`src/rtl/bp_axil_stream_fifo_bridge.sv`:
```
// AXI4-Lite slave that pushes host DATA writes into a word FIFO feeding a valid/ready stream,
// with STATUS (empty/full/occupancy) and a clearable pushed-word counter for host flow control.
module bp_axil_stream_fifo_bridge #(
  parameter int unsigned s_axil_addr_width_p = 32,
  parameter int unsigned stream_data_width_p = 32,
  parameter int unsigned fifo_els_p          = 16
) (
  input  logic                           clk_i,
  input  logic                           reset_n_i,
  input  logic [s_axil_addr_width_p-1:0] s_axil_awaddr_i,
  input  logic [2:0]                     s_axil_awprot_i,
  input  logic                           s_axil_awvalid_i,
  output logic                           s_axil_awready_o,
  input  logic [stream_data_width_p-1:0] s_axil_wdata_i,
  input  logic [3:0]                     s_axil_wstrb_i,
  input  logic                           s_axil_wvalid_i,
  output logic                           s_axil_wready_o,
  output logic [1:0]                     s_axil_bresp_o,
  output logic                           s_axil_bvalid_o,
  input  logic                           s_axil_bready_i,
  input  logic [s_axil_addr_width_p-1:0] s_axil_araddr_i,
  input  logic [2:0]                     s_axil_arprot_i,
  input  logic                           s_axil_arvalid_i,
  output logic                           s_axil_arready_o,
  output logic [stream_data_width_p-1:0] s_axil_rdata_o,
  output logic [1:0]                     s_axil_rresp_o,
  output logic                           s_axil_rvalid_o,
  input  logic                           s_axil_rready_i,
  output logic                           stream_v_o,
  output logic [stream_data_width_p-1:0] stream_data_o,
  input  logic                           stream_ready_i
);

  localparam int unsigned DW   = stream_data_width_p;
  localparam int unsigned PtrW = (fifo_els_p > 1) ? $clog2(fifo_els_p) : 1;
  localparam int unsigned CntW = $clog2(fifo_els_p + 1);
  localparam logic [1:0] RespOkay   = 2'b00;
  localparam logic [1:0] RespSlvErr = 2'b10;

  typedef enum logic [1:0] {
    RegData     = 2'd0,
    RegStatus   = 2'd1,
    RegPushCnt  = 2'd2,
    RegUnmapped = 2'd3
  } reg_e;

  logic            live_q;
  logic [DW-1:0]   mem_q [fifo_els_p];
  logic [PtrW-1:0] wr_ptr_q, wr_ptr_d, rd_ptr_q, rd_ptr_d;
  logic [CntW-1:0] count_q, count_d;
  logic [31:0]     pushcnt_q, pushcnt_d;
  logic            bvalid_q, bvalid_d;
  logic [1:0]      bresp_q, bresp_d;
  logic            rvalid_q, rvalid_d;
  logic [1:0]      rresp_q, rresp_d;
  logic [DW-1:0]   rdata_q, rdata_d;

  reg_e          wr_sel, rd_sel;
  logic          full, empty, strb_ok;
  logic          wr_acc, rd_acc, push, pop;
  logic [DW-1:0] status_word;

  always_comb begin
    wr_sel  = reg_e'(s_axil_awaddr_i[3:2]);
    rd_sel  = reg_e'(s_axil_araddr_i[3:2]);
    empty   = (count_q == '0);
    full    = (count_q == CntW'(fifo_els_p));
    strb_ok = (s_axil_wstrb_i == 4'hF);
    // AW and W are only ever taken together; a full FIFO stalls DATA writes rather than dropping.
    wr_acc  = live_q & s_axil_awvalid_i & s_axil_wvalid_i & ~bvalid_q
              & ~((wr_sel == RegData) & full);
    rd_acc  = live_q & s_axil_arvalid_i & ~rvalid_q;
    push    = wr_acc & (wr_sel == RegData) & strb_ok;
    pop     = ~empty & stream_ready_i;

    status_word        = '0;
    status_word[0]     = empty;
    status_word[1]     = full;
    status_word[31:16] = 16'(count_q);
  end

  always_comb begin
    wr_ptr_d  = wr_ptr_q;
    rd_ptr_d  = rd_ptr_q;
    count_d   = count_q;
    pushcnt_d = pushcnt_q;
    if (push) begin
      wr_ptr_d  = (wr_ptr_q == PtrW'(fifo_els_p - 1)) ? '0 : wr_ptr_q + PtrW'(1);
      pushcnt_d = pushcnt_q + 32'd1;
    end else if (wr_acc && (wr_sel == RegPushCnt)) begin
      pushcnt_d = '0;
    end
    if (pop) begin
      rd_ptr_d = (rd_ptr_q == PtrW'(fifo_els_p - 1)) ? '0 : rd_ptr_q + PtrW'(1);
    end
    unique case ({push, pop})
      2'b10:   count_d = count_q + CntW'(1);
      2'b01:   count_d = count_q - CntW'(1);
      default: count_d = count_q;
    endcase
  end

  always_comb begin
    bvalid_d = bvalid_q;
    bresp_d  = bresp_q;
    if (wr_acc) begin
      bvalid_d = 1'b1;
      unique case (wr_sel)
        RegData:     bresp_d = strb_ok ? RespOkay : RespSlvErr;
        RegUnmapped: bresp_d = RespSlvErr;
        default:     bresp_d = RespOkay;
      endcase
    end else if (bvalid_q && s_axil_bready_i) begin
      bvalid_d = 1'b0;
    end
  end

  always_comb begin
    rvalid_d = rvalid_q;
    rresp_d  = rresp_q;
    rdata_d  = rdata_q;
    if (rd_acc) begin
      rvalid_d = 1'b1;
      rresp_d  = RespOkay;
      unique case (rd_sel)
        RegData:    rdata_d = '0;
        RegStatus:  rdata_d = status_word;
        RegPushCnt: rdata_d = DW'(pushcnt_q);
        default: begin
          rdata_d = '0;
          rresp_d = RespSlvErr;
        end
      endcase
    end else if (rvalid_q && s_axil_rready_i) begin
      rvalid_d = 1'b0;
    end
  end

  // live_q keeps all handshake outputs low until the first edge after reset release.
  always_ff @(posedge clk_i or negedge reset_n_i) begin
    if (!reset_n_i) begin
      live_q    <= 1'b0;
      wr_ptr_q  <= '0;
      rd_ptr_q  <= '0;
      count_q   <= '0;
      pushcnt_q <= '0;
      bvalid_q  <= 1'b0;
      bresp_q   <= RespOkay;
      rvalid_q  <= 1'b0;
      rresp_q   <= RespOkay;
      rdata_q   <= '0;
    end else begin
      live_q    <= 1'b1;
      wr_ptr_q  <= wr_ptr_d;
      rd_ptr_q  <= rd_ptr_d;
      count_q   <= count_d;
      pushcnt_q <= pushcnt_d;
      bvalid_q  <= bvalid_d;
      bresp_q   <= bresp_d;
      rvalid_q  <= rvalid_d;
      rresp_q   <= rresp_d;
      rdata_q   <= rdata_d;
    end
  end

  always_ff @(posedge clk_i) begin
    if (push) begin
      mem_q[wr_ptr_q] <= s_axil_wdata_i;
    end
  end

  assign s_axil_awready_o = wr_acc;
  assign s_axil_wready_o  = wr_acc;
  assign s_axil_bvalid_o  = bvalid_q;
  assign s_axil_bresp_o   = bresp_q;
  assign s_axil_arready_o = live_q & ~rvalid_q;
  assign s_axil_rvalid_o  = rvalid_q;
  assign s_axil_rresp_o   = rresp_q;
  assign s_axil_rdata_o   = rdata_q;
  assign stream_v_o       = ~empty;
  assign stream_data_o    = mem_q[rd_ptr_q];

  logic unused_ok;
  assign unused_ok = ^{s_axil_awprot_i, s_axil_arprot_i,
                       s_axil_awaddr_i[s_axil_addr_width_p-1:4], s_axil_awaddr_i[1:0],
                       s_axil_araddr_i[s_axil_addr_width_p-1:4], s_axil_araddr_i[1:0]};

endmodule

```
`config.mk`:
```
export PLATFORM = sky130hd
export DESIGN_NAME = bp_axil_stream_fifo_bridge
export DESIGN_NICKNAME = d
export VERILOG_FILES = /design/src/rtl/bp_axil_stream_fifo_bridge.sv
export SDC_FILE = /design/constraint.sdc
export NUM_CORES = 1
export LEC_CHECK = 0
export ABC_CLOCK_PERIOD_IN_PS = 7800
export BUFFER_PORTS_ARGS = -buffer_cell sky130_fd_sc_hd__buf_2
export CAP_MARGIN = 20
export CORE_AREA = 8 8 213 215
export CTS_CLUSTER_DIAMETER = 40
export DETAILED_ROUTE_END_ITERATION = 12
export DIE_AREA = 0 0 221 223
export PLACE_DENSITY = 0.76
export SLEW_MARGIN = 25
export SYNTH_ARGS = -nofsm -noshare
export SYNTH_HDL_FRONTEND = slang
export SYNTH_SLANG_ARGS = --single-unit
```
`constraint.sdc`:
```
create_clock -name clk_i -period 7.8 [get_ports clk_i]
set_input_delay 0.78 -clock clk_i [delete_from_list [all_inputs] [get_ports clk_i]]
set_output_delay 0.78 -clock clk_i [all_outputs]
set_load 0.01 [all_outputs]
```
==> impl_summary.md, run 1 <==
Final layout
Relative to the synthesized area, the layout overhead comes to 14.6%. The layout filler cell count is 2,819. After the flow finishes, the layout carries non-filler instances totaling 2,168. In the final layout, flip-flops and latches occupy 0.0174 mm^2. The fraction of layout instances using a drive strength above 1 is 24.5%. The multi-input gate area in the final layout is 0.00608 mm^2.

The final layout contains 1,695 nets.

Global route
The via count of the first global-routing pass is 13,447. Entering global routing, the biggest net connects 98 pins. The first global-routing pass estimated 78,800 um of wire. The initial antenna violation count is 2. The residual overflow from global routing is 0. The overall track demand over capacity in global routing is 20.5%.

Timing
For this run, the top clock speed supported by timing is 237 MHz. The final setup violation count is 0. The time the final worst path needs with I/O delays and setup is 4.21 ns. Setup repair after global routing left no endpoint under its margin.

The number of max-slew violations in the final report is 0. The clock skew is 0.0241 ns. After routing, the total negative slack on setup checks comes to 0 ns. The count of final hold-check violations is 0.

The measured slew at the worst slew-check pin is 1.02 ns. After layout, the worst path uses 54.0% of the clock period. In this run the tightest slew margin relative to its limit is 32.2%.

Pwr
Internal power comes to 0.00630 W. Of the total power, the share spent switching nets is 29.1%. The leakage power is 9.72 nW.

The register share of total power is 40.5%. The fraction of power consumed by the clock network is 35.5%. In this run the power density over the cells is 324 mW/mm^2. The worst ir drop on vdd is 308 uV.

The power share of the combinational group is 23.9%. The net switching component of the power is 0.00258 W.

Critical path
The cell family contributing the most delay on the critical path is flip-flops. The data required time of the critical path is 7.02 ns. The endpoint identified for the worst register-to-register timing path is count_q[4]. STA classifies the critical path endpoint as an output pin. The cell seen most often among critical-path stages is o21ai_0.

Counting cells, the worst reg-to-reg path comes to 12. The critical path starts at rd_ptr_q[0]. In this run the number of cells on the critical path is 7.

The slowest stage cell on the critical path is dfrtp_4. The startpoint of the worst-slack reg-to-reg timing path is count_q[0]. The critical path is of the flop to output pin type. On the worst path, the slowest cell contributes a delay of 0.90 ns. The arrival time of data at the critical path endpoint is 3.43 ns. The signal on the critical path passes through buf_6, mux2_2, o21ai_0, a21oi_1, o21ai_0, nand2_1, buf_2.

The endpoint of the worst setup timing path is stream_data_o[15]. In this run the register-to-register setup slack is 4.30 ns. The number of buffer and inverter stages on the critical path is 2. The largest fanout on the critical path is 60. STA classifies the critical path startpoint as a flop.

Yosys
The synthesis-stage register bit count is 594. The synthesized netlist occupies a cell area of 0.0239 mm^2. Summed over all instances, the cell type with the most area after synthesis is edfxtp_1.

Among all flip-flop cells after synthesis, the most frequent one is edfxtp_1. The top-area cell type share of the netlist area is 64.3%. Ranked by total cell area, the synthesized netlist is headed by edfxtp_1, dfrtp_1, mux4_2. The number of enable flip-flop cells after synthesis is 512.

The portion of the post-synthesis area used by sequential elements is 72.9%. The count of different cell masters after synthesis is 54. The instance count of the mapped netlist is 1,436. The mean post-synth cell area is 16.6 um^2. The number of warnings printed during yosys synthesis is 0. The share of async-settable or async-resettable flops after synthesis is 13.8%.

Clocking
The post-cts hold buffer count is 0. In this run, CTS created clock tree buffers numbering 69. The post-cts gate resize count is 0. The maximum clock insertion buffer count is 3. In this run the post-CTS setup repair buffer count came out at 0. In this run the number of H-tree levels came out at 3. The clock net in this run drives a total of 594 sinks. Clock-pin slew was measured on the worst setup and hold paths at 0.05 ns. TritonCTS built the clock tree. The root buffer cell chosen for the clock tree is clkbuf_16. At the later pin of the worst-skew pair, clock insertion delay measures 0.58 ns.

Floorplan
The core region is 0.0423 mm^2. From left edge to right edge, the die measures 221 um. After floorplanning, the core was divided into 76 placement rows. The floorplan die height is 223 um. The boundary pin count is 188. The area enclosed by the die boundary is 0.0493 mm^2.

The starting utilization of the core area is 56.5%.

Min path
The worst hold path belongs to the class input port to asynchronous set/reset pin.

Status
The flow ran to the end, and the final reports show no timing, DRC or antenna violations.

Place
After detailed placement, the design holds a cell count of 2,041. The count of buffers added on input and output ports is 119. After legalization and detailed placement, the total HPWL measured 27,600 um. The final weighted congestion in routability-driven placement is 0.770.

Detailed routing
The number of iterations in the first detailed-routing pass is 5. For this run, design rule violations remaining after detail routing come to 0. The routed wire length per instance is 23.6 um. The ratio of routed vias to standard cells is 6.13. The iteration-0 DRC count of the detailed router is 1,185. The count of nets left with antenna violations once routing finished came out at 0. The sum of routed wire length over all layers is 51,200 um. The via total after detailed routing is 13,295.

Run
Max-cap violations in this run came to 0.
-- state kept, by name, indices dropped and copies added (netlist names) --
signal,count
live_q,1
wr_ptr_q,4
s_axil_rdata_o,32
rd_ptr_q,4
count_q,5
pushcnt_q,32
s_axil_rresp_o,1
mem_q,512
s_axil_rvalid_o,1
s_axil_bresp_o,1
s_axil_bvalid_o,1
-- worst register-to-register path, cell delays in order (launching register included) --
cell       delay, ns
dfrtp_1         0.48
nor4_4          0.51
a2111oi_4       0.13
buf_4           0.26
inv_2           0.58
ha_1            0.44
xor2_1          0.19
ha_1            0.21
a21o_1          0.12
nand2_1         0.05
a21o_1          0.16
a31oi_1         0.16
xnor2_1         0.14
-- metal layers --
layer	part of all wire, %	track usage [%]
met4	1.9	6.89
met5	0	0
met2	50	34.0
met1	42	27.5
met3	6.0	3.61
-- how the worst min path moves through the flow --
stage,from,endpoint,slack [ns],cells past startpoint
after global routing,reset_n_i,s_axil_rdata_o[29],0.33,1
final,reset_n_i,s_axil_rdata_o[29],0.26,1
after CTS,s_axil_bready_i,s_axil_bvalid_o,0.37,2
after floorplan,pushcnt_q[18],pushcnt_q[18],0.46,1
after detailed placement,s_axil_rdata_o[19],s_axil_rdata_o[19],0.47,2
after global placement,s_axil_rdata_o[11],s_axil_rdata_o[11],0.46,2
-- area by class of cell --
class                           count  share of cell area [%]
Antenna cell                        3                  0.0274
Sequential cell                   594                    63.6
Clock buffer                       79                    6.66
Clock inverter                     45                    1.66
Multi-Input combinational cell    734                    22.2
Inverter                           18                   0.247
Timing Repair Buffer              149                    3.08
Tap cell                          546                    2.49
-- cells by family (layout without fill, tap and decap cells) --
kind of cell / after synthesis / in the layout / synth area share [%]
AO/OA/AOI/OAI: 299 / 299 / 7.82
XOR/XNOR: 9 / 9 / 0.330
buffers and inverters: 109 / 291 / 2.10
multiplexers: 199 / 199 / 11.9
AND/OR/NAND/NOR: 209 / 209 / 4.16
other: 2 / 6 / 0.0314
adder cells (fa/ha/maj): 15 / 15 / 0.785
flip-flops: 594 / 594 / 72.9
-- layout by cell type (no fill, tap or decap), types with 17 or more instances in the layout --
| cell type | Yosys | routed |
|---|---|---|
| a21oi_1 | 46 | 46 |
| a221oi_1 | 32 | 32 |
| a22oi_1 | 38 | 38 |
| buf_2 | 29 | 118 |
| buf_4 | 11 | 28 |
| clkbuf_16 | 0 | 70 |
| dfrtp_1 | 82 | 79 |
| edfxtp_1 | 512 | 512 |
| mux2_2 | 36 | 36 |
| mux2i_1 | 99 | 99 |
| mux4_2 | 64 | 64 |
| nand2_1 | 121 | 120 |
| nor2_1 | 21 | 17 |
| o21ai_0 | 129 | 129 |
-- power by group through the flow --
stage / combinational (W) / sequential [W] / clock [W]
after floorplan: 0.00157 / 0.00357 / 0
after global placement: 0.00210 / 0.00367 / 0
after detailed placement: 0.00214 / 0.00367 / 0
after CTS: 0.00215 / 0.00360 / 0.00321
after global routing: 0.00230 / 0.00361 / 0.00334
final: 0.00213 / 0.00360 / 0.00316
-- cells in the mapped netlist (3+ instances only) --
master	count
a21o_1	5
a21oi_1	46
a221oi_1	32
a22oi_1	38
a31oi_1	9
a41oi_1	10
and2_1	5
and3_1	6
and4_1	3
buf_1	3
buf_2	29
buf_4	11
clkbuf_1	45
dfrtp_1	82
edfxtp_1	512
ha_1	15
inv_1	16
mux2_2	36
mux2i_1	99
mux4_2	64
nand2_1	121
nand3_1	15
nand4_1	10
nor2_1	21
nor3_1	9
nor4_1	4
o21ai_0	129
o21ai_1	4
o31ai_1	14
o41ai_1	4
xnor2_1	6
xor2_1	3
-- through the flow --
step	power (W)	utilization [%]	worst slack (ns)	instance area, um^2	hold slack (ns)
after floorplan	0.00515	-	2.60	23900	0.460
after global placement	0.00576	59.3	4.01	25100	0.461
after detailed placement	0.00581	59.3	3.88	25100	0.467
after CTS	0.00896	64.7	3.25	27400	0.372
after global routing	0.00925	64.7	3.41	27400	0.328
final	0.00889	64.8	3.59	27400	0.260
Power figures use the tool's default switching activity.
==> inputs of run 2 (changes only) <==
--- a/config.mk
+++ b/config.mk
@@ -5,7 +5,7 @@
 export SDC_FILE = /design/constraint.sdc
 export NUM_CORES = 1
 export LEC_CHECK = 0
-export ABC_CLOCK_PERIOD_IN_PS = 7800
+export ABC_CLOCK_PERIOD_IN_PS = 4300
 export BUFFER_PORTS_ARGS = -buffer_cell sky130_fd_sc_hd__buf_2
 export CAP_MARGIN = 20
 export CORE_AREA = 8 8 213 215
==> constraint.sdc (replaced) <==
create_clock -name clk_i -period 4.3 [get_ports clk_i]
set_input_delay 0.43 -clock clk_i [delete_from_list [all_inputs] [get_ports clk_i]]
set_output_delay 0.43 -clock clk_i [all_outputs]
set_load 0.01 [all_outputs]
==> run 2 against run 1 <==
- setup slack got worse by 2.8 ns
- register-to-register slack got worse by 3.2 ns
- worst hold slack worse by 0.24 ns
- combinational power is 80% higher
- final cell count increased by 0.55%
- global-route usage rose by 0.20 points
==> impl_summary.md, run 2 (synthesis gave the netlist of run 1 again) <==
Detailed routing
The iteration-0 DRC count of the detailed router is 1,354. The routed wire length per instance is 23.6 um. In this run the remaining antenna-violating nets after routing total 0. The sum of routed wire length over all layers is 51,400 um. The via total after detailed routing is 13,409.

After detailed routing, the number of remaining DRC violations is 0. The ratio of routed vias to standard cells is 6.15. Before antenna repair, the detailed router went through 5 iterations.

Clocking
The cell sitting at the root of the clock tree is a clkbuf_16. The post-cts gate resize count is 0. TritonCTS built the clock tree. The clock slew seen by the registers of the worst setup and hold paths is 0.05 ns. The maximum clock insertion buffer count is 3. In this run the number of H-tree levels came out at 3.

For the worst-skew pair, the clock arrives at the later sink with an insertion delay of 0.59 ns. After clock tree synthesis, the setup repair step added 0 buffers. Buffers inserted during clock tree synthesis total 69.

Counting every sink on the clock net gives 594.

Critical path
The number of buffer and inverter stages on the critical path is 2. The critical path class is flop to output pin. For the worst setup path, the data required time is 3.87 ns. STA classifies the critical path startpoint as a flop. For the worst setup path, the data arrival time is 3.09 ns. The cell family contributing the most delay on the critical path is flip-flops. The endpoint type of the worst setup path is an output pin.

The signal on the critical path passes through buf_4, mux2_2, o21ai_0, a21oi_1, o21ai_0, nand2_1, buf_2. The cell seen most often among critical-path stages is o21ai_0. Of all nets on the critical path, the largest fanout is 42. Among all stages on the critical path, the largest delay is contributed by dfrtp_4.

The delay contributed by the slowest stage of the critical path is 1.00 ns.

Final layout
The register containing the most flip-flops in the final layout is mem_q. In the layout the commonest cells are edfxtp_1, o21ai_0, nand2_1, buf_2, mux2i_1. The number of flip-flops under the largest register name is 512. The area growth from synthesis to layout is 15.6%. The end-of-flow core utilization is 65.3%. The layout filler cell count is 2,853. The post-layout net count is 1,708.

The fraction of layout instances using a drive strength above 1 is 25.2%. Leaving out fill and tap cells, the most frequent cell in the layout is edfxtp_1.

Place
The congestion estimate from routability-driven global placement came to 0.783. Once detailed placement completed, the half-perimeter wirelength came to 29,500 um. The number of port buffers is 119.

Floorplan
The die covers 0.0493 mm^2. The starting utilization of the core area is 56.5%. The boundary pin count is 188. In this run the horizontal extent of the chip is 221 um. The number of cell rows is 76. In this run the vertical extent of the chip is 223 um. The region available for standard cell placement spans 0.0423 mm^2.

Timing
The count of final hold-check violations came to 0. Setup repair after global routing left no endpoint under its margin. The final period utilization is 82.0%. For the pin with the worst max-slew slack, the measured transition is 0.887 ns. The number of max-slew violations in the final report is 0.

The clock skew is 0.0224 ns. After layout, the minimum clock period comes to 3.52 ns. The final hold slack is 0.0219 ns.

The worst slew slack as a fraction of its limit is 40.4%. Derived from the worst setup path, the maximum achievable clock frequency is 284 MHz. Setup violations remaining at the end of the flow were counted as 0.

Pwr
The total power density per cell area is 593 mW/mm^2. The worst ir drop on vdd is 401 uV. The leakage power is 9.83 nW.

Global route
After global routing the overflow that remains totals 0. The initial antenna violation count is 2. The global-route wire length before repair is 79,600 um. The overall track demand over capacity in global routing is 20.7%. Entering global routing, the biggest net connects 83 pins. The via count of the first global-routing pass is 13,863.

Min path
The tightest min-delay check is of the input port to flop type.

Status
The run finished with clean final reports.

Run
Max-cap violations in this run came to 0.
## run 2: path summary, 6_finish.rpt
check,startpoint,to,slack (ns),cells past startpoint
hold reg to reg,s_axil_rdata_o[16],s_axil_rdata_o[16],0.47,2
hold / removal,s_axil_rready_i,s_axil_rvalid_o,0.02,2
setup reg to reg,count_q[2],mem_q[14][5],1.11,6
max in group asynchronous,reset_n_i,rd_ptr_q[0],3.23,2
setup / recovery,rd_ptr_q[0],stream_data_o[27],0.78,7
min in group asynchronous,reset_n_i,s_axil_rdata_o[9],0.47,2
## run 2: power by group
part           switching (W)  internal (W)
combinational        0.00210       0.00175
sequential          0.000342       0.00632
clock                0.00233       0.00355
## run 2: layout make-up
type / count / area, um^2 / share of cell area, %
diodes: 1 / 2.50 / 0.00906
inverters: 18 / 67.6 / 0.245
multi-input cells: 734 / 6080 / 22.0
flip-flops and latches: 594 / 17400 / 63.1
clock inverters: 47 / 492 / 1.78
clock buffers: 78 / 1840 / 6.68
repair buffers: 162 / 1020 / 3.68
well taps: 546 / 683 / 2.47
## run 2: repair_timing
item / in CTS / in global routing
hold buffers: 1 / 1
endpoints found under the hold margin: 1 / 82
setup endpoints to repair: 0 / 0
## run 2: through the flow
stage                     power, W  setup slack [ns]  instances  area [um^2]  setup TNS (ns)
final                       0.0164             0.775       2180        27600               0
after global routing        0.0171             0.570       2180        27600               0
after CTS                   0.0165             0.739       2178        27600               0
after detailed placement    0.0107              1.02       2052        25300               0
after global placement      0.0106              1.11       2052        25200               0
after floorplan            0.00934            -0.612       1437        23900          -78.30
## run 2: per-layer routing
metal / track usage (%) / share of wire (%) / up-vias / wire length (um)
li1: - / - / 5976 / -
met1: 27.3 / 41 / 6880 / 21200
met2: 34.6 / 50 / 476 / 25700
met3: 3.83 / 6.6 / 75 / 3380
met4: 7.00 / 2.1 / 2 / 1050
met5: 0 / 0.025 / - / 13
